<file path="src/rtl/posit_sum_encode_es2_if.sv">
// Valid/ready bus carrying raw es=2 adder sums into the posit encoder and
// encoded posits out toward result writeback.
interface posit_sum_encode_es2_if #(
  parameter int N = 32
);
  logic         start;
  logic [40:0]  in_sum;
  logic         in_truncated;
  logic         in_ready;
  logic [N-1:0] result;
  logic         done;
  logic         inexact;
  logic         out_ready;

  modport master (
    output start, in_sum, in_truncated, out_ready,
    input  in_ready, result, done, inexact
  );

  modport slave (
    input  start, in_sum, in_truncated, out_ready,
    output in_ready, result, done, inexact
  );
endinterface

</file>
<file path="src/rtl/posit_sum_encode_es2.sv">
// Encodes a raw es=2 posit adder sum into an N-bit posit with round-to-nearest-even.
// Three register stages (clamp, regime build, round) share one global advance enable.
module posit_sum_encode_es2 #(
  parameter int N = 32
) (
  input  logic                   clk,
  input  logic                   rst_n,
  posit_sum_encode_es2_if.slave  bus
);
  localparam int                 MAX_SCALE = 4 * (N - 2);
  localparam logic signed [7:0]  MAX_S     = 8'(MAX_SCALE);
  localparam logic signed [7:0]  MIN_S     = 8'(-MAX_SCALE);
  localparam int                 XW        = 64;
  localparam logic [N-2:0]       MAXPOS    = {(N-1){1'b1}};
  localparam logic [N-2:0]       MINPOS    = {{(N-2){1'b0}}, 1'b1};
  localparam logic [N-1:0]       NAR       = {1'b1, {(N-1){1'b0}}};

  logic               adv_s;
  logic signed [7:0]  scale_s, sclamp_s;
  logic               chi_s, clo_s;

  logic               s1_valid_r, s1_sign_r, s1_inf_r, s1_zero_r, s1_trunc_r;
  logic               s1_chi_r, s1_clo_r;
  logic [29:0]        s1_frac_r;
  logic signed [7:0]  s1_k_r;
  logic [1:0]         s1_e_r;

  logic [5:0]         rlen_s;
  logic [XW-1:0]      tail_s, mask_s, str_s;
  logic [N-2:0]       mag_next_s;
  logic               g_next_s, st_next_s;

  logic               s2_valid_r, s2_sign_r, s2_inf_r, s2_zero_r, s2_chi_r, s2_clo_r;
  logic [N-2:0]       s2_mag_r;
  logic               s2_g_r, s2_st_r;

  logic               rup_s, inx_s, out_inx_s;
  logic [N-1:0]       sum_s, signed_s, out_res_s;
  logic [N-2:0]       rounded_s, fmag_s;

  logic               done_r, inexact_r;
  logic [N-1:0]       result_r;

  // A held output freezes the whole pipe; bubbles travel like data.
  assign adv_s        = ~done_r | bus.out_ready;
  assign bus.in_ready = adv_s;
  assign bus.done     = done_r;
  assign bus.result   = result_r;
  assign bus.inexact  = inexact_r;

  // Clamp the incoming scale into the representable regime range.
  always_comb begin
    scale_s  = $signed(bus.in_sum[39:32]);
    chi_s    = 1'b0;
    clo_s    = 1'b0;
    sclamp_s = scale_s;
    if (scale_s > MAX_S) begin
      chi_s    = 1'b1;
      sclamp_s = MAX_S;
    end else if (scale_s < MIN_S) begin
      clo_s    = 1'b1;
      sclamp_s = MIN_S;
    end else begin
      sclamp_s = scale_s;
    end
  end

  // Stage 1 register: captured fields, regime count k and exponent e.
  always_ff @(posedge clk or negedge rst_n) begin
    if (!rst_n) begin
      s1_valid_r <= 1'b0;
      s1_sign_r  <= 1'b0;
      s1_inf_r   <= 1'b0;
      s1_zero_r  <= 1'b0;
      s1_trunc_r <= 1'b0;
      s1_chi_r   <= 1'b0;
      s1_clo_r   <= 1'b0;
      s1_frac_r  <= 30'd0;
      s1_k_r     <= 8'sd0;
      s1_e_r     <= 2'd0;
    end else if (adv_s) begin
      s1_valid_r <= bus.start;
      s1_sign_r  <= bus.in_sum[40];
      s1_inf_r   <= bus.in_sum[1];
      s1_zero_r  <= bus.in_sum[0];
      s1_trunc_r <= bus.in_truncated;
      s1_chi_r   <= chi_s;
      s1_clo_r   <= clo_s;
      s1_frac_r  <= bus.in_sum[31:2];
      s1_k_r     <= sclamp_s >>> 2;
      s1_e_r     <= sclamp_s[1:0];
    end
  end

  // Regime is built by shifting {terminator, e, frac} right and filling with
  // ones (k >= 0) or zeros (k < 0); string MSB sits at magnitude bit N-2.
  always_comb begin
    if (s1_k_r[7]) begin
      rlen_s = 6'(-s1_k_r);
      mask_s = {XW{1'b0}};
    end else begin
      rlen_s = 6'(s1_k_r + 8'sd1);
      mask_s = ~({XW{1'b1}} >> rlen_s);
    end
    tail_s     = {s1_k_r[7], s1_e_r, s1_frac_r, {(XW-33){1'b0}}};
    str_s      = (tail_s >> rlen_s) | mask_s;
    mag_next_s = str_s[XW-1 -: N-1];
    g_next_s   = str_s[XW-N];
    st_next_s  = (|str_s[XW-N-1:0]) | s1_trunc_r;
  end

  // Stage 2 register: unrounded magnitude with guard and sticky.
  always_ff @(posedge clk or negedge rst_n) begin
    if (!rst_n) begin
      s2_valid_r <= 1'b0;
      s2_sign_r  <= 1'b0;
      s2_inf_r   <= 1'b0;
      s2_zero_r  <= 1'b0;
      s2_chi_r   <= 1'b0;
      s2_clo_r   <= 1'b0;
      s2_mag_r   <= {(N-1){1'b0}};
      s2_g_r     <= 1'b0;
      s2_st_r    <= 1'b0;
    end else if (adv_s) begin
      s2_valid_r <= s1_valid_r;
      s2_sign_r  <= s1_sign_r;
      s2_inf_r   <= s1_inf_r;
      s2_zero_r  <= s1_zero_r;
      s2_chi_r   <= s1_chi_r;
      s2_clo_r   <= s1_clo_r;
      s2_mag_r   <= mag_next_s;
      s2_g_r     <= g_next_s;
      s2_st_r    <= st_next_s;
    end
  end

  // Round to nearest even, saturate to maxpos/minpos, apply sign and specials.
  always_comb begin
    rup_s     = s2_g_r & (s2_mag_r[0] | s2_st_r);
    sum_s     = {1'b0, s2_mag_r} + {{(N-1){1'b0}}, rup_s};
    rounded_s = sum_s[N-2:0];
    if (s2_chi_r) begin
      fmag_s = MAXPOS;
      inx_s  = 1'b1;
    end else if (s2_clo_r) begin
      fmag_s = MINPOS;
      inx_s  = 1'b1;
    end else if (sum_s[N-1]) begin
      fmag_s = MAXPOS;
      inx_s  = s2_g_r | s2_st_r;
    end else if (rounded_s == {(N-1){1'b0}}) begin
      fmag_s = MINPOS;
      inx_s  = s2_g_r | s2_st_r;
    end else begin
      fmag_s = rounded_s;
      inx_s  = s2_g_r | s2_st_r;
    end
    if (s2_sign_r) begin
      signed_s = ~{1'b0, fmag_s} + {{(N-1){1'b0}}, 1'b1};
    end else begin
      signed_s = {1'b0, fmag_s};
    end
    if (s2_inf_r) begin
      out_res_s = NAR;
      out_inx_s = 1'b0;
    end else if (s2_zero_r) begin
      out_res_s = {N{1'b0}};
      out_inx_s = 1'b0;
    end else begin
      out_res_s = signed_s;
      out_inx_s = inx_s;
    end
  end

  // Output register; bubbles load a cleared result.
  always_ff @(posedge clk or negedge rst_n) begin
    if (!rst_n) begin
      done_r    <= 1'b0;
      result_r  <= {N{1'b0}};
      inexact_r <= 1'b0;
    end else if (adv_s) begin
      done_r <= s2_valid_r;
      if (s2_valid_r) begin
        result_r  <= out_res_s;
        inexact_r <= out_inx_s;
      end else begin
        result_r  <= {N{1'b0}};
        inexact_r <= 1'b0;
      end
    end
  end
endmodule

</file>
<file path="src/flat_wrapper.sv">
// flat-port wrapper written by rule: the top's interface ports become plain ports
module posit_sum_encode_es2_flat 
#(
  parameter int N = 32
)
  (clk, rst_n, bus_start, bus_in_sum, bus_in_truncated, bus_out_ready, bus_in_ready, bus_result, bus_done, bus_inexact);
  posit_sum_encode_es2_if #(.N(N)) bus_i ();
  input  logic clk;
  input  logic rst_n;
  input wire logic [$bits(bus_i.start)-1:0] bus_start;
  input wire logic [$bits(bus_i.in_sum)-1:0] bus_in_sum;
  input wire logic [$bits(bus_i.in_truncated)-1:0] bus_in_truncated;
  input wire logic [$bits(bus_i.out_ready)-1:0] bus_out_ready;
  output wire logic [$bits(bus_i.in_ready)-1:0] bus_in_ready;
  output wire logic [$bits(bus_i.result)-1:0] bus_result;
  output wire logic [$bits(bus_i.done)-1:0] bus_done;
  output wire logic [$bits(bus_i.inexact)-1:0] bus_inexact;
  assign bus_i.start = bus_start;
  assign bus_i.in_sum = bus_in_sum;
  assign bus_i.in_truncated = bus_in_truncated;
  assign bus_i.out_ready = bus_out_ready;
  assign bus_in_ready = bus_i.in_ready;
  assign bus_result = bus_i.result;
  assign bus_done = bus_i.done;
  assign bus_inexact = bus_i.inexact;
  posit_sum_encode_es2 #(.N(N)) u_core (.clk(clk), .rst_n(rst_n), .bus(bus_i));
endmodule
</file>
<file path="config.mk">
export PLATFORM = sky130hd
export DESIGN_NAME = posit_sum_encode_es2_flat
export DESIGN_NICKNAME = d
export VERILOG_FILES = /design/src/rtl/posit_sum_encode_es2_if.sv /design/src/rtl/posit_sum_encode_es2.sv /design/src/flat_wrapper.sv
export SDC_FILE = /design/constraint.sdc
export NUM_CORES = 1
export LEC_CHECK = 0
export ABC_AREA = 0
export ABC_CLOCK_PERIOD_IN_PS = 4000
export CORE_MARGIN = 2
export CORE_UTILIZATION = 40
export DETAILED_ROUTE_END_ITERATION = 8
export HOLD_SLACK_MARGIN = 0.05
export PLACE_DENSITY = 0.61
export SLEW_MARGIN = 20
export SYNTH_ARGS = -nofsm -noshare
export SYNTH_HDL_FRONTEND = slang
export SYNTH_SLANG_ARGS = --single-unit
</file>
<file path="constraint.sdc">
create_clock -name clk -period 4 [get_ports clk]
set_input_delay 0.4 -clock clk [delete_from_list [all_inputs] [get_ports clk]]
set_output_delay 0.4 -clock clk [all_outputs]
set_load 0.01 [all_outputs]
</file>
==> PnR_summary.wiki <==
{| class="wikitable"
! Metric !! Value
|-
| Antenna-violating nets left || 0
|-
| Horizontal die dimension || 156 um
|-
| Fin Hold WS || around 0.05 ns
|-
| RePlAce Congestion || around 0.96
|-
| Count of boundary I/O pins || 81
|-
| Root buf cell || sky130_fd_sc_hd__clkbuf_16
|-
| Ratio of cells with drive above 1 in the final layout || 15.4%
|-
| Pin slew with the least headroom to its limit || between 0.9 and 1 ns
|-
| Hold/Removal Path Class || primary input to asynchronous set/reset pin
|-
| Average size of a mapped cell || around 7.5 um^2
|-
| Placed cell area || roughly 11000 um^2
|-
| Area share of the largest cell type after synthesis || between 30% and 40%
|-
| Final Critical Period || between 3 and 4 ns
|-
| Crit path capture || u_core.bus.result[30]
|-
| TritonCTS clock tree || built
|-
| Final setup viols || 0
|-
| Unrepaired setup endpoints after global routing || yes
|-
| Synthesized area || 9270 um^2
|-
| Post-route fraction of the period consumed by the critical path || 98.4%
|-
| Die outline height || between 150 and 200 um
|-
| Distinct cells, synth || 71
|-
| Prevailing post-synth register cell || sky130_fd_sc_hd__dfrtp_1
|-
| Routed wire per std cell || roughly 18 um
|-
| Number of buffers added on ports || 80
|-
| Overflow after GRT || 0
|-
| Max-slew violations || 0
|-
| Cell row count || 55
|-
| Global-route wire length before repair || roughly 50000 um
|-
| Stages on the worst setup path || 15
|-
| Drt first-iter violations || approximately 740
|-
| Normalized max-slew margin || between 30% and 40%
|-
| Detailed-route via count || slightly below 10000
|-
| Fill count || about 2200
|-
| Register-to-register path setup slack || 0.06 ns
|-
| Via count normalized by instance count || about 5.8
|-
| Power Total || approximately 10 mW
|-
| Worst Path Buf+Inv || 2
|-
| Data required time of the worst path || approximately 4.3 ns
|-
| Final-report hold violation count || 0
|-
| CTS max path bufs || 2
|-
| Yosys reg bits || 118
|-
| Peak per-stage delay on the critical path || around 0.56 ns
|-
| Pin count of the biggest net entering global routing || 94
|-
| Count of nets after finishing || approximately 1400
|-
| Type of destination of the critical path || register
|-
| End of the worst register-to-register path || u_core.bus.result[30]
|-
| TritonCTS buffer count || 17
|-
| Depth of the worst register-to-register path || 15
|-
| Antenna diode count || 0
|-
| Cell count after synthesis || between 1000 and 1500
|-
| Met2 Usage GRT || between 40% and 50%
|-
| Register clock-pin slew on the reported worst setup and hold paths || approximately 0.070 ns
|-
| Highest clock rate || 254 MHz
|-
| Number of sinks on the clock net || ~120
|-
| Overall die area || ~24000 um^2
|-
| Total wire length || roughly 31000 um
|-
| Sequential element share of the synthesized area || between 30% and 40%
|-
| Initial core utilization || approximately 40%
|-
| Level count of the clock H-tree || 4
|-
| Met3 layer usage reported by global route || 4.38%
|-
| Vias in the first global route || around 9300
|-
| Post-route setup TNS || 0 ns
|-
| Post-cts hold buffer count || 0
|-
| Worst endpoint data arrival time || around 4.3 ns
|-
| Routing usage on met1 || 35.1%
|-
| Category of cells accounting for the largest share of critical-path delay || simple AND/OR/NAND/NOR gates
|-
| Critical-path cell with the highest stage delay || sky130_fd_sc_hd__or4_4
|-
| Setup crit start || u_core.s2_mag_r[0]
|-
| Util after Layout || between 50% and 60%
|-
| Maximum clock skew at final layout || 0.0149 ns
|-
| Count of flip-flops with a built-in enable after synthesis || 0
|-
| Fraction of synthesis flops using an asynchronous set or reset pin || 100%
|-
| Estimated wirelength of the detail-placed design || 23400 um
|-
| Yosys synthesis warning count || 0
|-
| Count leader, synth || sky130_fd_sc_hd__nand2_1
|-
| Core region area || ~23000 um^2
|-
| P_leak || approximately 5.2 nW
|-
| Worst R2R Start || u_core.s2_mag_r[0]
|-
| Skew-Pair Late Insertion Delay || roughly 0.44 ns
|-
| Library cell with the largest summed area after synthesis || sky130_fd_sc_hd__dfrtp_1
|-
| Startpoint Class || register
|-
| CP Cell Sequence || o21a_1 -> ha_4 -> ha_4 -> nand4_1 -> or4_4 -> buf_4 -> buf_4 -> o31a_1 -> o31ai_4 -> o311ai_1 -> or3_1 -> or4_1 -> a21oi_2 -> xnor2_1 -> o21ai_1
|-
| Commonest cells post-synth || sky130_fd_sc_hd__nand2_1 (261), sky130_fd_sc_hd__nor2_1 (129), sky130_fd_sc_hd__dfrtp_1 (118)
|-
| Most heavily used metal layer in global routing || met2
|-
| First-pass iteration count of the detailed router || 6
|-
| Worst slack at placement || -0.436 ns
|-
| Power Density || about 850 nW/um^2
|-
| Number of cells in the finished layout apart from fillers || approximately 1700
|-
| Net Count, Synth || 1298
|-
| Synth-to-Final Area Change || 28.2%
|-
| Global Route Usage Sum || roughly 26%
|-
| Path type of the worst setup path || register to register
|-
| Dominant cells by area after synthesis || sky130_fd_sc_hd__dfrtp_1 (32%), sky130_fd_sc_hd__nand2_1 (11%), sky130_fd_sc_hd__mux2i_1 (7.9%)
|-
| Number of maximum-capacitance violations || 0
|-
| Setup slack of the critical path after layout || 0.0627 ns
|-
| Maximum VDD drop || 299 uV
|-
| Number of remaining DRC errors || 0
|-
| Post-route cell area || 11900 um^2
|-
| Outcome || complete, no violations
|-
| Antenna violations before repair || 0
|-
| Placed cell count || approximately 1600
|-
| Maximum fanout encountered on the critical timing path || 6
|}
==> metal layers <==
layer  vias to the layer above  share of wire (%)
met4                         0                2.4
met5                         -                  0
met1                      4627                 46
met2                       331                 47
met3                        58                5.4
li1                       4668                  -
==> layout by cell type, fill, tap and decap left out, types with 6 or more instances in the layout <==
| cell | netlist | layout |
|---|---|---|
| sky130_fd_sc_hd__a31oi_1 | 14 | 14 |
| sky130_fd_sc_hd__clkbuf_16 | 0 | 17 |
| sky130_fd_sc_hd__o221ai_1 | 10 | 10 |
| sky130_fd_sc_hd__a211oi_1 | 8 | 6 |
| sky130_fd_sc_hd__nor4_1 | 19 | 13 |
| sky130_fd_sc_hd__nor2b_1 | 10 | 9 |
| sky130_fd_sc_hd__nor4_2 | 3 | 6 |
| sky130_fd_sc_hd__o21ai_0 | 88 | 84 |
| sky130_fd_sc_hd__nor3_1 | 28 | 26 |
| sky130_fd_sc_hd__nand3_1 | 36 | 36 |
| sky130_fd_sc_hd__buf_4 | 0 | 126 |
| sky130_fd_sc_hd__o31ai_1 | 11 | 10 |
| sky130_fd_sc_hd__inv_6 | 0 | 6 |
| sky130_fd_sc_hd__nor2_1 | 129 | 127 |
| sky130_fd_sc_hd__a21oi_1 | 71 | 69 |
| sky130_fd_sc_hd__ha_1 | 11 | 8 |
| sky130_fd_sc_hd__o21a_1 | 13 | 13 |
| sky130_fd_sc_hd__xor2_1 | 17 | 17 |
| sky130_fd_sc_hd__xnor2_1 | 37 | 36 |
| sky130_fd_sc_hd__or3_1 | 9 | 9 |
| sky130_fd_sc_hd__dfrtp_1 | 118 | 118 |
| sky130_fd_sc_hd__nand2_1 | 261 | 258 |
| sky130_fd_sc_hd__inv_1 | 17 | 16 |
| sky130_fd_sc_hd__mux2i_1 | 73 | 73 |
| sky130_fd_sc_hd__nand4_1 | 22 | 22 |
| sky130_fd_sc_hd__o32a_1 | 7 | 7 |
| sky130_fd_sc_hd__or4_1 | 7 | 6 |
| sky130_fd_sc_hd__and3_1 | 9 | 9 |
| sky130_fd_sc_hd__and2_1 | 10 | 10 |
| sky130_fd_sc_hd__nand2b_1 | 11 | 10 |
| sky130_fd_sc_hd__a221oi_1 | 6 | 6 |
| sky130_fd_sc_hd__clkdlybuf4s50_1 | 0 | 79 |
==> where the power goes <==
group          total (mW)  internal (mW)  switching (mW)  leakage (nW)
clock network        1.62          0.895           0.722         0.293
logic                6.43           2.66            3.77          3.41
registers            2.03           1.60           0.431          1.45
total                10.1           5.16            4.92          5.16
==> registers in the layout (all words and copies together) (netlist names), 2 cells and up <==
name and flops:
u_core.bus.result 32, u_core.s1_k_r 6, u_core.s1_e_r 2, u_core.s2_mag_r 31
u_core.s1_frac_r 30
==> final cells by class <==
type,instances,area (um^2),share of cell area [%]
Sequential cell,118,2950,24.8
Inverter,19,71.3,0.600
Clock inverter,15,176,1.48
Timing Repair Buffer,208,1790,15.0
Multi-Input combinational cell,1003,6120,51.5
Clock buffer,17,425,3.58
Tap cell,285,357,3.00
==> how the worst min path moves through the flow <==
| stage | cells past startpoint | slack [ns] | from | to |
|---|---|---|---|---|
| 2_1_floorplan | 0 | 0.10 | rst_n | u_core.bus.done |
| 3_3_place_gp | 2 | 0.45 | u_core.s1_chi_r | u_core.s1_chi_r |
| 3_5_place_dp | 2 | 0.46 | u_core.s1_zero_r | u_core.s1_zero_r |
| 4_1_cts | 1 | 0.09 | rst_n | u_core.s2_mag_r[21] |
| 5_1_grt | 1 | 0.12 | rst_n | u_core.s2_mag_r[24] |
| 6_report | 1 | 0.05 | rst_n | u_core.s2_mag_r[21] |
==> repair_timing <==
| action | 4_1_cts | 5_1_grt |
|---|---|---|
| hold endpoints to repair | 0 | 0 |
| gates resized for setup | 21 | 20 |
| setup buffers | 2 | 3 |
| pin swaps | 12 | 10 |
| setup endpoints to repair | 14 | 13 |
==> worst reg2reg max path, cell delays in order (launching register included) <==
cell and delay, ns:
sky130_fd_sc_hd__dfrtp_1 0.37, sky130_fd_sc_hd__o21a_1 0.16, sky130_fd_sc_hd__ha_4 0.15, sky130_fd_sc_hd__ha_4 0.14
sky130_fd_sc_hd__nand4_1 0.12, sky130_fd_sc_hd__or4_4 0.56, sky130_fd_sc_hd__buf_4 0.17, sky130_fd_sc_hd__buf_4 0.13
sky130_fd_sc_hd__o31a_1 0.28, sky130_fd_sc_hd__o31ai_4 0.24, sky130_fd_sc_hd__o311ai_1 0.17, sky130_fd_sc_hd__or3_1 0.42
sky130_fd_sc_hd__or4_1 0.53, sky130_fd_sc_hd__a21oi_2 0.16, sky130_fd_sc_hd__xnor2_1 0.12, sky130_fd_sc_hd__o21ai_1 0.07
==> kinds of logic after synthesis <==
group           Yosys count  share of synthesized area [%]
buf+inv                 120                           4.97
fa+ha+maj                11                           1.48
flops                   118                           31.9
simple gates            570                           27.9
xor+xnor                 54                           5.10
compound gates          290                           20.1
mux                      78                           8.61
Power figures use the tool's default switching activity.
